[src/rtl/coherence_dir_sequencer_pkg.sv]
// Shared encodings for the home-node directory controller: directory
// state codes, request type codes and the sequencer FSM state encoding.
package coherence_pkg;

    // Directory / reply state codes
    localparam logic [1:0] ST_INVALID  = 2'b01;
    localparam logic [1:0] ST_SHARED   = 2'b10;
    localparam logic [1:0] ST_MODIFIED = 2'b11;

    // Request type codes
    localparam logic [1:0] REQ_WB  = 2'b00;
    localparam logic [1:0] REQ_RD  = 2'b01;
    localparam logic [1:0] REQ_WR  = 2'b10;
    localparam logic [1:0] REQ_UPG = 2'b11;

    typedef enum logic [2:0] {
        S_IDLE,
        S_LOOKUP,
        S_FETCH,
        S_INVAL,
        S_REPLY
    } seqState_t;

endpackage

[src/rtl/coherence_dir_sequencer_arbiter.sv]
// Request arbiter for the directory sequencer: request vector in, one-hot
// grant plus index out. With DIR_RR_ARB_EN defined it is round-robin and
// keeps its priority pointer here; otherwise lowest index wins and it is
// purely combinational.
module dir_node_arbiter #(
    parameter int NUM_NODES = 4,
    parameter int NW        = 2
) (
`ifdef DIR_RR_ARB_EN
    input  logic                 clk,
    input  logic                 reset,
    input  logic                 grantEn,
`endif
    input  logic [NUM_NODES-1:0] reqVec,
    output logic [NUM_NODES-1:0] grantVec,
    output logic [NW-1:0]        grantIdx,
    output logic                 grantAny
);

`ifdef DIR_RR_ARB_EN
    // rrPtr is the node with highest priority (the one after the last grant)
    logic [NW-1:0] rrPtr;

    // Scan from rrPtr upward with wrap, first requester wins
    always_comb begin
        grantVec = '0;
        grantIdx = '0;
        grantAny = 1'b0;
        for (int i = 0; i < NUM_NODES; i++) begin
            if (!grantAny && reqVec[rrPtr + NW'(i)]) begin
                grantAny = 1'b1;
                grantIdx = rrPtr + NW'(i);
            end
        end
        grantVec[grantIdx] = grantAny;
    end

    // Pointer moves past the winner only when a grant is actually issued
    always_ff @(posedge clk) begin
        if (reset)
            rrPtr <= '0;
        else if (grantEn && grantAny)
            rrPtr <= grantIdx + 1'b1;
    end
`else
    // Fixed priority: scanning downward leaves the lowest requester last
    always_comb begin
        grantVec = '0;
        grantIdx = '0;
        grantAny = 1'b0;
        for (int i = NUM_NODES - 1; i >= 0; i--) begin
            if (reqVec[i]) begin
                grantAny = 1'b1;
                grantIdx = NW'(i);
            end
        end
        grantVec[grantIdx] = grantAny;
    end
`endif

endmodule

[src/rtl/coherence_dir_sequencer.sv]
// Home-node directory controller. Serialises coherence requests from the
// cache nodes, looks up the block's directory entry, drives fetch and
// invalidate handshakes as needed, writes the new entry and replies.
// Optional macro DIR_RR_ARB_EN selects round-robin arbitration
// (default build: fixed priority, lowest node first).
module coherence_dir_sequencer
    import coherence_pkg::*;
#(
    parameter int NUM_NODES  = 4,
    parameter int NUM_BLOCKS = 8,
    parameter int AW         = 3,
    parameter int NW         = 2
) (
    input  logic                    clk,
    input  logic                    reset,
    input  logic [NUM_NODES-1:0]    req_valid,
    input  logic [2*NUM_NODES-1:0]  req_type,
    input  logic [AW*NUM_NODES-1:0] req_addr,
    output logic [NUM_NODES-1:0]    req_ready,
    output logic                    fetch_valid,
    output logic [NW-1:0]           fetch_node,
    output logic [AW-1:0]           fetch_addr,
    input  logic                    fetch_done,
    output logic                    inval_valid,
    output logic [NUM_NODES-1:0]    inval_mask,
    output logic [AW-1:0]           inval_addr,
    input  logic                    inval_ack,
    output logic                    reply_valid,
    output logic [NW-1:0]           reply_node,
    output logic [AW-1:0]           reply_addr,
    output logic [1:0]              reply_state,
    output logic                    busy
);

    localparam int EW = 2 + NUM_NODES;   // {state, sharers}

    seqState_t curState, nxtState;

    logic [EW-1:0]        dirMem [NUM_BLOCKS];

    // Latched transaction
    logic [NW-1:0]        curNode;
    logic [1:0]           curType;
    logic [AW-1:0]        curAddr;

    // Results captured at the end of LOOKUP
    logic [EW-1:0]        newEntry;
    logic [NW-1:0]        ownerIdx;
    logic [NUM_NODES-1:0] invMask;
    logic [1:0]           replyState;

    // LOOKUP combinational results
    logic [EW-1:0]        curEntry, lkEntry;
    logic [1:0]           curSt, lkReply;
    logic [NUM_NODES-1:0] curSh, reqBit, lkMask;
    logic [NW-1:0]        lkOwner;
    logic                 ownerIsReq, lkFetch;

    // Arbiter
    logic [NUM_NODES-1:0] grantVec;
    logic [NW-1:0]        grantIdx;
    logic                 grantAny, grantEn;

    // Grants only happen from IDLE and never in a reset cycle
    assign grantEn = (curState == S_IDLE) && !reset;

    dir_node_arbiter #(.NUM_NODES(NUM_NODES), .NW(NW)) uArb (
`ifdef DIR_RR_ARB_EN
        .clk      (clk),
        .reset    (reset),
        .grantEn  (grantEn),
`endif
        .reqVec   (req_valid),
        .grantVec (grantVec),
        .grantIdx (grantIdx),
        .grantAny (grantAny)
    );

    // Directory protocol: next entry, fetch need and invalidate set for the latched request
    always_comb begin
        curEntry   = dirMem[curAddr];
        curSt      = curEntry[EW-1 -: 2];
        curSh      = curEntry[NUM_NODES-1:0];
        reqBit     = '0;
        reqBit[curNode] = 1'b1;
        ownerIsReq = (curSt == ST_MODIFIED) && (curSh == reqBit);
        lkOwner    = '0;
        for (int i = 0; i < NUM_NODES; i++)
            if (curSh[i]) lkOwner = NW'(i);
        lkEntry    = curEntry;
        lkFetch    = 1'b0;
        lkMask     = '0;
        lkReply    = ST_INVALID;
        case (curType)
            REQ_WB: begin
                // Only the real owner retires the block; anything else is stale
                if (ownerIsReq) lkEntry = {ST_INVALID, {NUM_NODES{1'b0}}};
            end
            REQ_RD: begin
                lkReply = ST_SHARED;
                if (ownerIsReq)
                    lkEntry = {ST_MODIFIED, reqBit};
                else begin
                    lkFetch = (curSt == ST_MODIFIED);
                    lkEntry = {ST_SHARED, (curSt == ST_INVALID) ? reqBit : (curSh | reqBit)};
                end
            end
            REQ_WR, REQ_UPG: begin
                // A qualifying upgrade reduces to the SHARED write-miss path
                lkReply = ST_MODIFIED;
                lkEntry = {ST_MODIFIED, reqBit};
                if (curSt != ST_INVALID && !ownerIsReq) begin
                    lkFetch = (curSt == ST_MODIFIED);
                    lkMask  = curSh & ~reqBit;
                end
            end
            default: ;
        endcase
    end

    // Next-state and handshake outputs; data outputs read zero when not valid
    always_comb begin
        nxtState    = curState;
        req_ready   = '0;
        fetch_valid = 1'b0;
        fetch_node  = '0;
        fetch_addr  = '0;
        inval_valid = 1'b0;
        inval_mask  = '0;
        inval_addr  = '0;
        reply_valid = 1'b0;
        reply_node  = '0;
        reply_addr  = '0;
        reply_state = '0;
        busy        = (curState != S_IDLE);
        case (curState)
            S_IDLE: begin
                if (grantEn && grantAny) begin
                    req_ready = grantVec;
                    nxtState  = S_LOOKUP;
                end
            end
            S_LOOKUP: begin
                if (lkFetch)      nxtState = S_FETCH;
                else if (|lkMask) nxtState = S_INVAL;
                else              nxtState = S_REPLY;
            end
            S_FETCH: begin
                fetch_valid = 1'b1;
                fetch_node  = ownerIdx;
                fetch_addr  = curAddr;
                if (fetch_done) nxtState = (|invMask) ? S_INVAL : S_REPLY;
            end
            S_INVAL: begin
                inval_valid = 1'b1;
                inval_mask  = invMask;
                inval_addr  = curAddr;
                if (inval_ack) nxtState = S_REPLY;
            end
            S_REPLY: begin
                reply_valid = 1'b1;
                reply_node  = curNode;
                reply_addr  = curAddr;
                reply_state = replyState;
                nxtState    = S_IDLE;
            end
            default: nxtState = S_IDLE;
        endcase
    end

    // FSM state register
    always_ff @(posedge clk) begin
        if (reset) curState <= S_IDLE;
        else       curState <= nxtState;
    end

    // Latch the granted request in IDLE and the lookup results in LOOKUP
    always_ff @(posedge clk) begin
        if (reset) begin
            curNode    <= '0;
            curType    <= '0;
            curAddr    <= '0;
            newEntry   <= '0;
            ownerIdx   <= '0;
            invMask    <= '0;
            replyState <= '0;
        end else begin
            if (grantEn && grantAny) begin
                curNode <= grantIdx;
                curType <= req_type[2*grantIdx +: 2];
                curAddr <= req_addr[AW*grantIdx +: AW];
            end
            if (curState == S_LOOKUP) begin
                newEntry   <= lkEntry;
                ownerIdx   <= lkOwner;
                invMask    <= lkMask;
                replyState <= lkReply;
            end
        end
    end

    // Directory array: cleared on reset, written once per transaction in REPLY
    always_ff @(posedge clk) begin
        if (reset) begin
            for (int i = 0; i < NUM_BLOCKS; i++)
                dirMem[i] <= {ST_INVALID, {NUM_NODES{1'b0}}};
        end else if (curState == S_REPLY) begin
            dirMem[curAddr] <= newEntry;
        end
    end

endmodule

[config.mk]
export PLATFORM = sky130hd
export DESIGN_NAME = coherence_dir_sequencer
export DESIGN_NICKNAME = d
export VERILOG_FILES = /design/src/rtl/coherence_dir_sequencer_pkg.sv /design/src/rtl/coherence_dir_sequencer_arbiter.sv /design/src/rtl/coherence_dir_sequencer.sv
export SDC_FILE = /design/constraint.sdc
export NUM_CORES = 1
export LEC_CHECK = 0
export BUFFER_PORTS_ARGS = -buffer_cell sky130_fd_sc_hd__buf_2
export CAP_MARGIN = 30
export CORE_MARGIN = 8
export CORE_UTILIZATION = 49
export CTS_CLUSTER_DIAMETER = 120
export DETAILED_ROUTE_END_ITERATION = 8
export PLACE_DENSITY_LB_ADDON = 0.12
export SYNTH_ARGS = -nofsm -noshare
export SYNTH_HDL_FRONTEND = slang
export SYNTH_SLANG_ARGS = --single-unit
[constraint.sdc]
create_clock -name clk -period 7.4 [get_ports clk]
set_input_delay 0.37 -clock clk [delete_from_list [all_inputs] [get_ports clk]]
set_output_delay 0.37 -clock clk [all_outputs]
set_load 0.01 [all_outputs]
==> PnR_summary.wiki <==
{| class="wikitable"
! Metric !! Value
|-
| Pin count of the biggest net entering global routing || 37
|-
| CP Capture Point || newEntry[1]
|-
| Nets || 436
|-
| Async set or reset register ratio after synthesis || 0%
|-
| Inserted Diodes || 0
|-
| Worst Path Buf+Inv || 0
|-
| Clock tree from TritonCTS || done
|-
| Critical Path Stages || 7
|-
| Synthesized area per cell || 11.2 µm²
|-
| Via count || 2,896
|-
| Post-layout utilization of the core || 57.7%
|-
| Kind of end point of the critical path || flop
|-
| Compound-cell area share of the yosys netlist || 6.90%
|-
| DRC violation total after the first TritonRoute iteration || 193
|-
| Max-capacitance violation count || 0
|-
| Height of the die || 106 µm
|-
| Crit path arrival time || 3690 ps
|-
| Path category of the worst min-delay check || input pin to flop
|-
| Peak VDD IR || 120 µV
|-
| Non-filler instance count after layout || 507
|-
| Area delta synth->final || 13.9%
|-
| Cell Chain, Critical Path || mux4_2 > mux2i_1 > ha_1 > nor4_2 > o21ai_4 > or4_1 > o211ai_1
|-
| Area share of xor/xnor cells in the synthesized design || 0%
|-
| Global routing usage on met1 || 24.7%
|-
| Site Rows || 32
|-
| Area of the die || 0.0112 mm²
|-
| Routed length per placed instance || 19.4 µm
|-
| Post-layout total power || 1360 µW
|-
| Crit path max-delay family || simple AND/OR/NAND/NOR gates
|-
| Static Leak || 0.00175 µW
|-
| Hold Fails Final Rpt || 0
|-
| Area of the multi-input gates || 0.00186 mm²
|-
| Final setup violating endpoints || 0
|-
| Starting Density || 50.6%
|-
| Total power per unit cell area || 303 mW/mm²
|-
| Number of storage elements in the synthesis netlist || 75
|-
| Count of different cell masters after synthesis || 45
|-
| Worst-skew pair later-pin latency || 360 ps
|-
| Yosys synthesis warning count || 0
|-
| Number of buffers created by CTS || 9
|-
| GRT busiest layer || met2
|-
| Core outline area || 0.00777 mm²
|-
| Antenna Nets Post-Route || 0
|-
| Final weighted congestion in routability-driven placement || 0.834
|-
| Post-route setup slack || 3990 ps
|-
| Setup slack after placement || 4010 ps
|-
| Number of buffers inserted by post-CTS setup repair || 0
|-
| Number of iterations in the first detailed-routing pass || 4
|-
| Cell area after synthesis || 0.00393 mm²
|-
| Final critical delay including setup and external delays || 3410 ps
|-
| Final period util || 46.1%
|-
| Via count of the first global-routing pass || 2,887
|-
| Top Ports || 55
|-
| CTS root buffer || sky130_fd_sc_hd__clkbuf_8
|-
| HPWL after detailed placement || 7280 µm
|-
| Top FF cell, synth || sky130_fd_sc_hd__edfxtp_1
|-
| Clock Path Buffers || 2
|-
| Gates resized, CTS repair || 0
|-
| Routed WL || 9820 µm
|-
| Met3 usage in global routing || 4.08%
|-
| Worst hold start || inval_ack
|-
| Share of synthesized cell area in full adder, half adder and majority cells || 2.54%
|-
| Achievable frequency || 293 MHz
|-
| Proportion of layout cells with a drive suffix above 1 || 27.2%
|-
| Fraction of synthesized area in multiplexers || 12.9%
|-
| CP required || 7680 ps
|-
| Overflow after GRT || 0
|-
| Largest family of logic cells by synthesized area || simple AND/OR/NAND/NOR gates
|-
| Sequential cell area || 0.00198 mm²
|-
| Number of placed instances, taps included || 491
|-
| Max-slew violations || 0
|-
| Total of hold buffers inserted after clock tree synthesis || 0
|-
| Vias per std cell || 5.71
|-
| H-tree Lvls || 3
|-
| Result of the run || finished, final reports clean
|-
| Met2 capacity usage during global routing || 26.7%
|-
| Highest cell delay on the worst timing path || 800 ps
|-
| Crit Reg-Reg Endpoint || newEntry[1]
|-
| Area share of and/or/nand/nor cells after synthesis || 24.7%
|-
| Standard cell with the maximum stage delay on the critical path || sky130_fd_sc_hd__dfxtp_1
|-
| Initial antenna violation count || 0
|-
| Final total negative setup slack || 0 ps
|-
| First-pass GRT wire length || 15,300 µm
|-
| Worst-case headroom to the max-slew limit || 40.1%
|-
| Part of the Yosys area used for sequential elements || 50.4%
|-
| Fin Clk Skew || 14.8 ps
|-
| Die width || 106 µm
|-
| Transition time at the pin with the least slew margin || 892 ps
|-
| Most common cell after layout, fill and taps aside || sky130_fd_sc_hd__buf_2
|-
| RSZ-0062 raised after global routing || false
|-
| Number of I/O port buffers || 54
|-
| Filler cells || 695
|-
| Commonest cells after routing, fill and taps aside || sky130_fd_sc_hd__buf_2 (54), sky130_fd_sc_hd__and2_1 (48), sky130_fd_sc_hd__edfxtp_1 (48), sky130_fd_sc_hd__dfxtp_1 (27), sky130_fd_sc_hd__nor2_1 (26)
|-
| Clock Sink Count || 75
|-
| Synthesized netlist cell count || 350
|-
| Maximum fanout along the worst path || 12
|-
| Logic depth of the worst register-to-register path || 7
|-
| Number of synthesized flops with an enable pin || 48
|-
| R2R Setup Slk || 3990 ps
|-
| Synthesized net count || 386
|-
| Worst setup path category || flop to flop
|-
| Clock transition time at the flip-flop clock pins of the worst setup and hold paths || 90 ps
|-
| Type of element launching the critical path || flop
|-
| Number of DRC violations after detailed routing || 0
|-
| Global-route total usage across every layer || 18.0%
|}
where the power goes:
group          switching (µW)  internal, µW
Sequential                124           501
Combinational             222           175
Clock                     171           163
Total                     517           839
registers in the layout (all words and copies together) (netlist names), named ones only:
signal and flops:
replyState 2, curAddr 3, curState 3, dirMem 48, invMask 4, ownerIdx 2, curType 2, curNode 2
newEntry 6
kinds of logic (layout without fill, tap and decap cells):
kind of cell	after synthesis	after routing
adders and majority gates	8	8
AOI/OAI and AO/OA	43	43
and+or+nand+nor	173	173
DFF	75	75
buffers and inverters	23	78
muxes	28	28
cells in the mapped netlist (4+ instances only):
cell type	n	share of area (%)
sky130_fd_sc_hd__nand2b_1	14	2.2
sky130_fd_sc_hd__and2_1	48	7.6
sky130_fd_sc_hd__mux4_2	17	9.7
sky130_fd_sc_hd__or3_1	8	1.3
sky130_fd_sc_hd__dfxtp_1	27	14
sky130_fd_sc_hd__mux2i_1	7	1.8
sky130_fd_sc_hd__nor3_1	12	1.5
sky130_fd_sc_hd__a21oi_1	14	1.8
sky130_fd_sc_hd__and3_1	15	2.4
sky130_fd_sc_hd__o21ai_0	10	1.3
sky130_fd_sc_hd__nor2_1	26	2.5
sky130_fd_sc_hd__inv_1	6	0.57
sky130_fd_sc_hd__clkbuf_1	11	1.0
sky130_fd_sc_hd__nand4_1	4	0.64
sky130_fd_sc_hd__or2_2	14	2.2
sky130_fd_sc_hd__ha_1	8	2.5
sky130_fd_sc_hd__edfxtp_1	48	37
sky130_fd_sc_hd__nand2_1	18	1.7
worst min-delay path, delay by kind of cell:
family,cells,cell delay [ps]
compound gates,1,170
buf+inv,1,90
simple gates,2,90
area by class of cell:
class                           count  share of cell area, %
Multi-Input combinational cell    252                   41.5
Clock buffer                        9                   2.76
Inverter                            7                  0.586
Sequential cell                    75                   44.2
Clock inverter                      7                   1.87
Tap cell                          102                   2.85
Timing Repair Buffer               55                   6.20
per-layer routing:
layer | wire (µm) | part of all wire, % | up-vias
met2 | 4590 | 47 | 106
met1 | 4600 | 47 | 1385
met3 | 479 | 4.9 | 15
met5 | 0 | 0 | -
li1 | - | - | 1390
met4 | 149 | 1.5 | 0
through the flow:
stage,instance area (µm²),hold slack [ps]
after floorplan,3930,427
after global placement,4270,436
after detailed placement,4270,459
after CTS,4480,405
after global routing,4480,435
final,4480,416
worst min path at each step:
stage / to / slack [ps] / cells after the start
after floorplan: ownerIdx[0] / 430 / 2
after global placement: ownerIdx[0] / 440 / 2
after detailed placement: ownerIdx[0] / 460 / 2
after CTS: curState[0] / 400 / 4
after global routing: curState[0] / 440 / 4
final: curState[0] / 420 / 4
Power figures use the tool's default switching activity.
